===== config.mk =====
export PLATFORM = sky130hd
export DESIGN_NAME = mmm_ctrl
export DESIGN_NICKNAME = d
export VERILOG_FILES = /design/src/rtl/mmm_ctrl.sv
export SDC_FILE = /design/constraint.sdc
export NUM_CORES = 1
export LEC_CHECK = 0
export BUFFER_PORTS_ARGS = -buffer_cell sky130_fd_sc_hd__buf_2
export CAP_MARGIN = 40
export CELL_PAD_IN_SITES_DETAIL_PLACEMENT = 1
export CELL_PAD_IN_SITES_GLOBAL_PLACEMENT = 1
export CORE_AREA = 2 2 39 41
export DETAILED_ROUTE_END_ITERATION = 8
export DIE_AREA = 0 0 41 43
export PLACE_DENSITY = 0.82
export SETUP_SLACK_MARGIN = 0.2
export SYNTH_ARGS = -nofsm -noshare
export SYNTH_HDL_FRONTEND = slang
export SYNTH_SLANG_ARGS = --single-unit

===== constraint.sdc =====
create_clock -name clk -period 4.1 [get_ports clk]
set_clock_uncertainty 0.2 [all_clocks]
set_input_delay 0.41 -clock clk [delete_from_list [all_inputs] [get_ports clk]]
set_output_delay 0.41 -clock clk [all_outputs]
set_load 0.005 [all_outputs]

===== src/rtl/mmm_ctrl.sv =====
// Sequencer for a bit-serial Montgomery multiplier datapath: clear, WIDTH iterations, final subtraction.
// Optional abort input is enabled by defining MMM_CTRL_ABORT_EN.
module mmm_ctrl #(
    parameter int WIDTH = 4
) (
    input  logic                       clk,
    input  logic                       rstb,
    input  logic                       start_i,
    input  logic                       sub_needed_i,
`ifdef MMM_CTRL_ABORT_EN
    input  logic                       abort_i,
`endif
    output logic                       en_o,
    output logic                       rst_mmm_o,
    output logic                       ld_r_o,
    output logic                       lock_o,
    output logic [$clog2(WIDTH):0]     bit_idx_o,
    output logic                       busy_o,
    output logic                       done_o
);

    localparam int CW = $clog2(WIDTH) + 1;
    localparam logic [CW-1:0] LAST_IDX = CW'(WIDTH - 1);

    typedef enum logic [2:0] {
        S_IDLE  = 3'd0,
        S_CLEAR = 3'd1,
        S_ITER  = 3'd2,
        S_FINAL = 3'd3,
        S_DONE  = 3'd4
    } state_t;

    state_t          state_q, state_d;
    logic [CW-1:0]   cnt_q, cnt_d;
    logic            abort_pend_q, abort_pend_d;
    logic            abort_s;

    logic            en_q, en_d;
    logic            rst_mmm_q, rst_mmm_d;
    logic            ld_r_q, ld_r_d;
    logic            lock_q, lock_d;
    logic            busy_q, busy_d;
    logic            done_q, done_d;

`ifdef MMM_CTRL_ABORT_EN
    assign abort_s = abort_i;
`else
    assign abort_s = 1'b0;
`endif

    // Next-state and bit-counter logic.
    always_comb begin
        state_d      = state_q;
        cnt_d        = cnt_q;
        abort_pend_d = abort_pend_q;
        case (state_q)
            S_IDLE: begin
                abort_pend_d = 1'b0;
                if (start_i && !abort_s) begin
                    state_d = S_CLEAR;
                end else begin
                    state_d = S_IDLE;
                end
            end
            S_CLEAR: begin
                cnt_d = '0;
                if (abort_s) begin
                    state_d      = S_CLEAR;
                    abort_pend_d = 1'b1;
                end else if (abort_pend_q) begin
                    // An aborted operation passes through one clear cycle and then idles.
                    state_d      = S_IDLE;
                    abort_pend_d = 1'b0;
                end else begin
                    state_d = S_ITER;
                end
            end
            S_ITER: begin
                if (abort_s) begin
                    state_d      = S_CLEAR;
                    abort_pend_d = 1'b1;
                end else if (cnt_q == LAST_IDX) begin
                    state_d = S_FINAL;
                end else begin
                    state_d = S_ITER;
                    cnt_d   = cnt_q + {{(CW-1){1'b0}}, 1'b1};
                end
            end
            S_FINAL: begin
                if (abort_s) begin
                    state_d      = S_CLEAR;
                    abort_pend_d = 1'b1;
                end else begin
                    state_d = S_DONE;
                end
            end
            S_DONE: begin
                state_d = S_IDLE;
            end
            default: begin
                state_d      = S_IDLE;
                cnt_d        = '0;
                abort_pend_d = 1'b0;
            end
        endcase
    end

    // Output decode from the next state so every output leaves a flop.
    // ld_r in FINAL uses sub_needed_i sampled on the edge entering FINAL.
    always_comb begin
        en_d      = 1'b0;
        rst_mmm_d = 1'b1;
        ld_r_d    = 1'b0;
        lock_d    = 1'b0;
        busy_d    = 1'b1;
        done_d    = 1'b0;
        case (state_d)
            S_IDLE: begin
                busy_d = 1'b0;
            end
            S_CLEAR: begin
                rst_mmm_d = 1'b0;
            end
            S_ITER: begin
                en_d   = 1'b1;
                ld_r_d = 1'b1;
            end
            S_FINAL: begin
                en_d   = 1'b1;
                lock_d = 1'b1;
                ld_r_d = sub_needed_i;
            end
            S_DONE: begin
                done_d = 1'b1;
            end
            default: begin
                busy_d = 1'b0;
            end
        endcase
    end

    // State, counter and registered outputs with synchronous active-low reset.
    always_ff @(posedge clk) begin
        if (!rstb) begin
            state_q      <= S_IDLE;
            cnt_q        <= '0;
            abort_pend_q <= 1'b0;
            en_q         <= 1'b0;
            rst_mmm_q    <= 1'b1;
            ld_r_q       <= 1'b0;
            lock_q       <= 1'b0;
            busy_q       <= 1'b0;
            done_q       <= 1'b0;
        end else begin
            state_q      <= state_d;
            cnt_q        <= cnt_d;
            abort_pend_q <= abort_pend_d;
            en_q         <= en_d;
            rst_mmm_q    <= rst_mmm_d;
            ld_r_q       <= ld_r_d;
            lock_q       <= lock_d;
            busy_q       <= busy_d;
            done_q       <= done_d;
        end
    end

    assign en_o      = en_q;
    assign rst_mmm_o = rst_mmm_q;
    assign ld_r_o    = ld_r_q;
    assign lock_o    = lock_q;
    assign bit_idx_o = cnt_q;
    assign busy_o    = busy_q;
    assign done_o    = done_q;

endmodule

==> impl_summary.txt, run 1 <==
----------------------------------------------------
[Routing]
  Wire per inst ... 10.4 um
  Total wire length ... 801 um
  Antenna Nets Post-Route ... 0
  Remaining design rule violation count ... 0
  Routed vias/inst ... 4.62
  TritonRoute pass-1 iters ... 3
  Initial detailed-routing violation count ... 1
  Total via count in the routed design ... 356

[Place]
  Global placer's final weighted congestion ... 0.709
  Quantity of I/O buffers inserted on ports ... 12
  Post-Place Cell Area ... approximately 530 sq um
  HPWL reported at the end of detailed placement ... between 600 and 700 um

[Timing]
  Pins over their slew limit ... 0
  Setup total negative slack ... 0 ns
  Post-route fraction of the period consumed by the critical path ... 35.7%
  Final number of setup-violating endpoints ... 0
  Number of hold violations in the final report ... 0
  Timing-limited maximum frequency ... about 680 MHz
  Tightest Pin Transition ... 0.313 ns
  Worst relative slew slack ... 79.1%
  Time the worst path needs with I/O delays and setup ... roughly 1.5 ns
  Unrepaired setup endpoints after global routing ... no

[Synthesis]
  Synthesized netlist net count ... 53
  Simple-gate share of the synthesized area ... 23.5%
  Leading cell type by number of instances after synthesis ... sky130_fd_sc_hd__dfxtp_1
  Post-Synth XOR/XNOR Area ... 1.87%
  Adder-Cell Fraction of Synth Area ... ~5.3%
  Most numerous cell types in the synthesized netlist ... 12 x sky130_fd_sc_hd__dfxtp_1, 7 x sky130_fd_sc_hd__nor2_1, 6 x sky130_fd_sc_hd__nand2_1
  Number of storage elements in the synthesis netlist ... 12
  Mapped Avg Cell Area ... 9.98 sq um
  Leading area contributor after synthesis ... sky130_fd_sc_hd__dfxtp_1
  Number of distinct library cells after synthesis ... 18
  Compound-gate portion of the synthesized area ... 6.93%
  Dominant combinational cell family by area after synthesis ... simple AND/OR/NAND/NOR gates
  Post-synthesis async set-or-reset flop share ... 0%
  Number of enable flip-flop cells after synthesis ... 0
  Leading cell types by total area after synthesis ... sky130_fd_sc_hd__dfxtp_1 51%, sky130_fd_sc_hd__nand2b_1 6.7%, sky130_fd_sc_hd__mux2i_1 6.4%
  Seq/Total Area, Yosys ... roughly half
  Post-synthesis cell count ... 47
  Dominant synthesized flop cell ... sky130_fd_sc_hd__dfxtp_1
  Top cell type's share of synthesized area ... 51.2%
  Fraction of synthesized area in multiplexers ... under 10%
  Synth warnings ... 0
  Summed instance area of the synthesized netlist ... 469 sq um

[Worst setup path]
  Biggest cell delay along the critical path ... 0.37 ns
  WP data arrival ... 1.47 ns
  Cells along the critical path ... ha_1 -> ha_1 -> nor2_1 -> o22ai_2 -> mux2i_1
  Element type at the critical path end ... flop
  Worst Path Required ... 4.10 ns
  Master of the slowest instance on the critical path ... sky130_fd_sc_hd__dfxtp_1
  Peak fanout along the critical path ... 4
  Critical path start-end classification ... reg2reg
  Type of element launching the critical path ... flop
  Most repeated library cell on the critical path ... sky130_fd_sc_hd__ha_1

[Global routing]
  Initial antenna violation count ... 0
  First-pass GRT wire length ... 1320 um
  Global-route total usage across every layer ... 11.7%
  Overflow left after global routing ... 0
  Number of global-route vias before repair ... 326
  Maximum number of pins on one net before global-route repair ... 10

[Floorplan]
  Overall die area ... 1760 sq um
  X dimension of the die ... 41 um
  Initial standard-cell utilization of the core ... 33.9%
  Core area ... 1380 sq um
  Rows ... 14
  Die extent in y ... around 43 um
  Top Ports ... 13

[Clock tree]
  Count of buffers added by post-CTS timing repair for setup ... 0
  Number of buffers created by CTS ... 3
  Clk pin slew, worst setup/hold paths ... 0.08 ns
  Clock root buffer ... sky130_fd_sc_hd__clkbuf_4
  CTS H-tree depth ... 1
  Clock tree from TritonCTS ... built
  Hold buffer count at cts ... 0
  Number of sinks driven by the clock tree ... 12
  Number of cells upsized or downsized after cts ... 0
  Latest clock arrival within the worst-skew pair ... 0.27 ns
  Number of buffers on the longest clock path ... 2

[Min path]
  Class of the tightest hold or removal check ... in2reg

[Final layout]
  Antenna Diode Count ... 0
  Final Net Count ... between 60 and 70
  Fraction of final layout cells sized beyond drive strength 1 ... 27.9%
  Syn-to-layout area delta ... 20.8%
  Fill cell total of the finished layout ... 161
  Post-layout instance area ... 567 sq um

[Power and ir drop]
  Peak supply drop ... about 0.00015 V
  Power density over cell area ... 430 nW/um^2
  Leakage power summed over all cells ... 0.265 nW

[Status]
  Run status ... complete, no violations

[Flow run]
  Number of max-capacitance violations reported ... 0

----------------------------------------------------
## cell type report
cell class	instances	area, sq um	share of cell area [%]
flip-flops and latches	12	240	42.4
multi-input cells	32	206	36.4
repair buffers	12	60.1	10.6
clock buffers	4	36.3	6.40
well taps	16	20.0	3.53
inverters	1	3.75	0.662
## power breakdown
group	switching (W)	internal, W
sequential	0.00000541	0.000123
combinational	0.0000112	0.0000123
clock	0.0000384	0.0000539
## kinds of logic after synthesis
logic type / after synthesis
buf+inv: 3
mux: 3
compound gates: 4
flops: 12
xor+xnor: 1
simple gates: 22
fa+ha+maj: 2
## final timing paths
kind                        startpoint  slack [ns]  cells after the start                        end
max          bit_idx_o[0]$_SDFFE_PN0P_        2.64                      5  bit_idx_o[0]$_SDFFE_PN0P_
min                            start_i        0.18                      3          busy_o$_SDFF_PN0_
max reg2reg  bit_idx_o[0]$_SDFFE_PN0P_        2.64                      5  bit_idx_o[0]$_SDFFE_PN0P_
min reg2reg  bit_idx_o[2]$_SDFFE_PN0P_        0.28                      2  bit_idx_o[2]$_SDFFE_PN0P_
## worst max-delay path, delay by kind of cell (launching register included)
| family | cells | cell delay (ns) |
|---|---|---|
| AND/OR/NAND/NOR | 1 | 0.06 |
| multiplexers | 1 | 0.21 |
| AO/OA/AOI/OAI | 1 | 0.23 |
| adder cells (fa/ha/maj) | 2 | 0.33 |
| flip-flops | 1 | 0.37 |
## cell usage in the layout, fill, tap and decap left out
cell / netlist / routed
sky130_fd_sc_hd__clkbuf_4: 0 / 3
sky130_fd_sc_hd__and2_1: 1 / 1
sky130_fd_sc_hd__clkbuf_8: 0 / 1
sky130_fd_sc_hd__buf_2: 0 / 12
sky130_fd_sc_hd__ha_1: 2 / 2
sky130_fd_sc_hd__and4bb_1: 1 / 1
sky130_fd_sc_hd__nor3_1: 1 / 1
sky130_fd_sc_hd__o22ai_2: 1 / 1
sky130_fd_sc_hd__xnor2_1: 1 / 1
sky130_fd_sc_hd__inv_1: 1 / 1
sky130_fd_sc_hd__nand2b_1: 5 / 5
sky130_fd_sc_hd__mux2i_1: 3 / 3
sky130_fd_sc_hd__o21ai_0: 1 / 1
sky130_fd_sc_hd__nand2_1: 6 / 6
sky130_fd_sc_hd__or3_1: 1 / 1
sky130_fd_sc_hd__a21boi_1: 1 / 1
sky130_fd_sc_hd__nor2_1: 7 / 7
sky130_fd_sc_hd__a211oi_1: 1 / 1
sky130_fd_sc_hd__dfxtp_1: 12 / 12
## flip-flops by register name (all words and copies together), names as in the netlist
| register | count |
|---|---|
| bit_idx_o | 3 |
| busy_o | 1 |
| done_o | 1 |
| en_o | 1 |
| ld_r_o | 1 |
| lock_o | 1 |
| rst_mmm_o | 1 |
| state_q | 3 |
## metal layers
| layer | global-route usage, % | up-vias | wire, um |
|---|---|---|---|
| met4 | 10.0 | 0 | 14 |
| met2 | 16.6 | 5 | 407 |
| li1 | - | 183 | - |
| met3 | 4.71 | 2 | 28 |
| met5 | 0 | - | 0 |
| met1 | 12.7 | 166 | 350 |
## stage by stage
| stage | setup WS, ns | utilization [%] | hold WS, ns | std cells | power (W) |
|---|---|---|---|---|---|
| finish | 2.64 | 41.0 | 0.177 | 77 | 0.000244 |
| global route | 2.55 | 41.0 | 0.171 | 77 | 0.000260 |
| CTS | 2.62 | 41.0 | 0.171 | 77 | 0.000249 |
| detailed placement | 2.64 | 38.3 | 0.271 | 73 | 0.000155 |
| global placement | 2.68 | 38.3 | 0.262 | 73 | 0.000154 |
| floorplan | 2.72 | - | 0.267 | 47 | 0.000148 |
Power figures use the tool's default switching activity.
==> run 2: changes to the inputs <==
--- a/config.mk
+++ b/config.mk
@@ -5,14 +5,15 @@
 export SDC_FILE = /design/constraint.sdc
 export NUM_CORES = 1
 export LEC_CHECK = 0
+export ABC_AREA = 1
 export BUFFER_PORTS_ARGS = -buffer_cell sky130_fd_sc_hd__buf_2
 export CAP_MARGIN = 40
 export CELL_PAD_IN_SITES_DETAIL_PLACEMENT = 1
 export CELL_PAD_IN_SITES_GLOBAL_PLACEMENT = 1
-export CORE_AREA = 2 2 39 41
+export CORE_MARGIN = 1.5
+export CORE_UTILIZATION = 33
 export DETAILED_ROUTE_END_ITERATION = 8
-export DIE_AREA = 0 0 41 43
-export PLACE_DENSITY = 0.82
+export PLACE_DENSITY = 0.81
 export SETUP_SLACK_MARGIN = 0.2
 export SYNTH_ARGS = -nofsm -noshare
 export SYNTH_HDL_FRONTEND = slang
==> constraint.sdc (replaced) <==
create_clock -name clk -period 1.5 [get_ports clk]
set_clock_uncertainty 0.2 [all_clocks]
set_input_delay 0.15 -clock clk [delete_from_list [all_inputs] [get_ports clk]]
set_output_delay 0.15 -clock clk [all_outputs]
set_load 0.005 [all_outputs]
==> run 2 against run 1 <==
  * Total power rose to 2.9 times the previous value
  * Maximum frequency rose by 13%
  * Die area fell by 8.3%
  * Largest power group unchanged
  * Sequential share of layout area fell by 6.8 points
  * Area after synthesis fell by 2.7%
  * Final area rose by 21%
  * Critical path depth rose by 2
  * Non-clock buffer count rose by 8
==> impl_summary.txt, run 2 <==
----------------------------------------------------
[Power and ir drop]
  Sequential Power Share ... between 50 and 60%
  Part of the total power dissipated in combinational logic ... 20.7%
  Power dissipated by switching net loads ... 0.000189 W
  Internal power ... 0.000508 W
  Power density over cell area ... 1020 nW/um^2
  Clk pwr share ... 27.4%
  Peak supply drop ... 0.000541 V
  Leakage power summed over all cells ... 0.333 nW
  Sw Share ... 27.1%

[Floorplan]
  X dimension of the die ... approximately 40 um
  Top Ports ... 13
  Overall die area ... 1620 sq um
  Die extent in y ... 40.2 um
  Core area ... 1300 sq um
  Initial standard-cell utilization of the core ... a little over a third
  Rows ... 13

[Synthesis]
  Mapped Avg Cell Area ... 8.30 sq um
  Summed instance area of the synthesized netlist ... 457 sq um
  Leading area contributor after synthesis ... sky130_fd_sc_hd__dfxtp_1
  Synth warnings ... 0
  Leading cell types by total area after synthesis ... sky130_fd_sc_hd__dfxtp_1 53%, sky130_fd_sc_hd__nand2_1 9.0%, sky130_fd_sc_hd__nor2_1 9.0%
  Post-synthesis async set-or-reset flop share ... 0%
  Leading cell type by number of instances after synthesis ... sky130_fd_sc_hd__dfxtp_1
  Synthesized netlist net count ... 61
  Post-synthesis cell count ... 55
  Number of distinct library cells after synthesis ... 13
  Top cell type's share of synthesized area ... 52.6%
  Seq/Total Area, Yosys ... 52.6%
  Dominant synthesized flop cell ... sky130_fd_sc_hd__dfxtp_1
  Number of enable flip-flop cells after synthesis ... 0
  Most numerous cell types in the synthesized netlist ... 12 x sky130_fd_sc_hd__dfxtp_1, 11 x sky130_fd_sc_hd__nand2_1, 11 x sky130_fd_sc_hd__nor2_1
  Number of storage elements in the synthesis netlist ... 12

[Final layout]
  Area used by multi-input combinational logic ... 250 sq um
  Fraction of final layout cells sized beyond drive strength 1 ... 44.9%
  Antenna Diode Count ... 0
  Area taken by flip-flops and latches ... 244 sq um
  Most common cell after layout, fill and taps aside ... sky130_fd_sc_hd__buf_2
  Post-layout instance area ... 686 sq um
  Fill cell total of the finished layout ... ~160
  Most used cells in the layout excluding fill and tap cells ... 12 x sky130_fd_sc_hd__buf_2, 9 x sky130_fd_sc_hd__nand2_1, 9 x sky130_fd_sc_hd__nor2_1, 9 x sky130_fd_sc_hd__dfxtp_1, 6 x sky130_fd_sc_hd__inv_1
  Syn-to-layout area delta ... 50.1%
  Final Net Count ... 86

[Clock tree]
  CTS H-tree depth ... 1
  Number of sinks driven by the clock tree ... 12
  Clk pin slew, worst setup/hold paths ... 0.07 ns
  Latest clock arrival within the worst-skew pair ... 0.27 ns
  Number of buffers created by CTS ... 3
  Clock tree from TritonCTS ... built
  Number of buffers on the longest clock path ... 2
  Clock root buffer ... sky130_fd_sc_hd__clkbuf_4

[Place]
  Global placer's final weighted congestion ... approximately 0.71
  HPWL reported at the end of detailed placement ... between 700 and 800 um
  Post-Place Cell Area ... about 560 sq um
  Quantity of I/O buffers inserted on ports ... 12

[Global routing]
  Number of global-route vias before repair ... ~390
  Global-route total usage across every layer ... 14.7%
  Initial antenna violation count ... 0
  First-pass GRT wire length ... ~1500 um
  Maximum number of pins on one net before global-route repair ... 9
  Overflow left after global routing ... 0

[Worst setup path]
  Family with the most delay on the worst path ... simple AND/OR/NAND/NOR gates
  Setup crit start ... bit_idx_o[0]$_SDFFE_PN0P_
  Levels on crit path ... 7
  Type of element launching the critical path ... flop
  R2R Path End ... bit_idx_o[2]$_SDFFE_PN0P_
  Worst Path Required ... approximately 1.5 ns
  Cells along the critical path ... ha_4 -> ha_4 -> nand3_4 -> nand2_2 -> nand2_1 -> nand2_1 -> nor2_1
  Peak fanout along the critical path ... 8
  WP data arrival ... 1.26 ns
  Worst reg2reg path depth ... 7
  Setup slack of the most critical reg-to-reg path ... around 0.20 ns
  Biggest cell delay along the critical path ... about 0.36 ns
  Critical path start-end classification ... reg2reg
  Critical path endpoint ... bit_idx_o[2]$_SDFFE_PN0P_
  Master of the slowest instance on the critical path ... sky130_fd_sc_hd__dfxtp_2
  Critical R2R Launch ... bit_idx_o[0]$_SDFFE_PN0P_
  Element type at the critical path end ... flop
  WP buf/inv ... 0

[Routing]
  Routed vias/inst ... approximately 4.5
  Total via count in the routed design ... about 420
  Met2 wire length ... 568 um
  Uppermost routed layer ... met4
  Total wire length ... 1040 um
  Initial detailed-routing violation count ... 1
  Antenna Nets Post-Route ... 0
  Remaining design rule violation count ... 0
  Total length of routed met3 wires ... 46 um
  Wire per inst ... around 11 um
  Met1 layer wirelength in the final routing ... 410 um
  TritonRoute pass-1 iters ... 2

[Timing]
  Post-route worst hold slack ... 0.344 ns
  Pins over their slew limit ... 0
  Timing-limited maximum frequency ... 770 MHz
  Final number of setup-violating endpoints ... 0
  Tightest Pin Transition ... between 0.15 and 0.2 ns
  Unrepaired setup endpoints after global routing ... yes
  Time the worst path needs with I/O delays and setup ... 1.30 ns
  Post-route fraction of the period consumed by the critical path ... between 80% and 90%
  Number of hold violations in the final report ... 0
  Setup total negative slack ... 0 ns
  Worst relative slew slack ... 87.1%

[Flow run]
  Number of max-capacitance violations reported ... 0

[Min path]
  Class of the tightest hold or removal check ... reg2reg

[Status]
  Run status ... complete, no violations

----------------------------------------------------
run 2: changes by cell type after synthesis, moves of 2 or more:
cell,change
sky130_fd_sc_hd__nand2b_1,-5
sky130_fd_sc_hd__nand3_1,+3
sky130_fd_sc_hd__mux2i_1,-3
sky130_fd_sc_hd__inv_1,+5
sky130_fd_sc_hd__nor2_1,+4
sky130_fd_sc_hd__a21oi_1,+3
sky130_fd_sc_hd__nand2_1,+5
sky130_fd_sc_hd__nor2_2,+2
run 2: power groups by stage:
stage	Sequential [W]	Clock [W]	Combinational, W
6_report	0.000362	0.000190	0.000144
5_1_grt	0.000364	0.000208	0.000162
4_1_cts	0.000360	0.000199	0.000133
3_5_place_dp	0.000365	0	0.000110
3_3_place_gp	0.000364	0	0.000106
2_1_floorplan	0.000369	0	0.0000621
run 2: tightest hold or removal path, cell delays in order, from the launching register on:
cell and delay [ns]:
sky130_fd_sc_hd__dfxtp_2 0.35, sky130_fd_sc_hd__nand2_2 0.10, sky130_fd_sc_hd__nor2_1 0.05
run 2: layout make-up:
cell class	instances	share of cell area, %
sequential	12	35.6
timing repair buffer	20	18.6
inverter	6	3.28
clock buffer	3	3.28
multi-input combinational	37	36.5
tap	15	2.74
run 2: logic make-up (layout without fill, tap and decap cells):
family                   Yosys count  after routing  share of synthesized area [%]
AO/OA/AOI/OAI                      4              4                           5.20
adder cells (fa/ha/maj)            2              2                           5.48
buffers and inverters              6             29                           4.93
flip-flops                        12             12                           52.6
AND/OR/NAND/NOR                   31             31                           31.8
run 2: through the flow:
stage | utilization, % | power [W] | std cells | setup slack, ns
final | 52.7 | 0.000696 | 93 | 0.201
after global routing | 52.7 | 0.000735 | 93 | 0.132
after CTS | 50.3 | 0.000692 | 91 | 0.198
after detailed placement | 42.9 | 0.000475 | 83 | 0.118
after global placement | 42.9 | 0.000470 | 83 | 0.168
after floorplan | - | 0.000431 | 55 | 0.201
run 2: per-layer routing:
layer  global-route usage, %  vias to the layer above
met5                       0                        -
met4                    10.0                        0
met3                    2.22                        2
met2                    27.0                       11
met1                    15.0                      188
li1                        -                      220
run 2: worst min-delay path by stage:
stage,startpoint,end,depth (start not counted)
detailed placement,sub_needed_i,ld_r_o$_SDFF_PN0_,3
global placement,sub_needed_i,ld_r_o$_SDFF_PN0_,3
finish,state_q[0]$_SDFF_PN0_,done_o$_SDFF_PN0_,2
floorplan,rstb,lock_o$_SDFF_PN0_,2
CTS,state_q[1]$_SDFF_PN0_,done_o$_SDFF_PN0_,2
global route,state_q[0]$_SDFF_PN0_,done_o$_SDFF_PN0_,2
run 2: timing repair:
item                                    4_1_cts  5_1_grt
buffers inserted                              2        2
gates resized for setup                       5        5
hold buffers                                  3        0
pin swaps                                     3        2
endpoints found under the setup margin        6        6
endpoints found under the hold margin         6        0
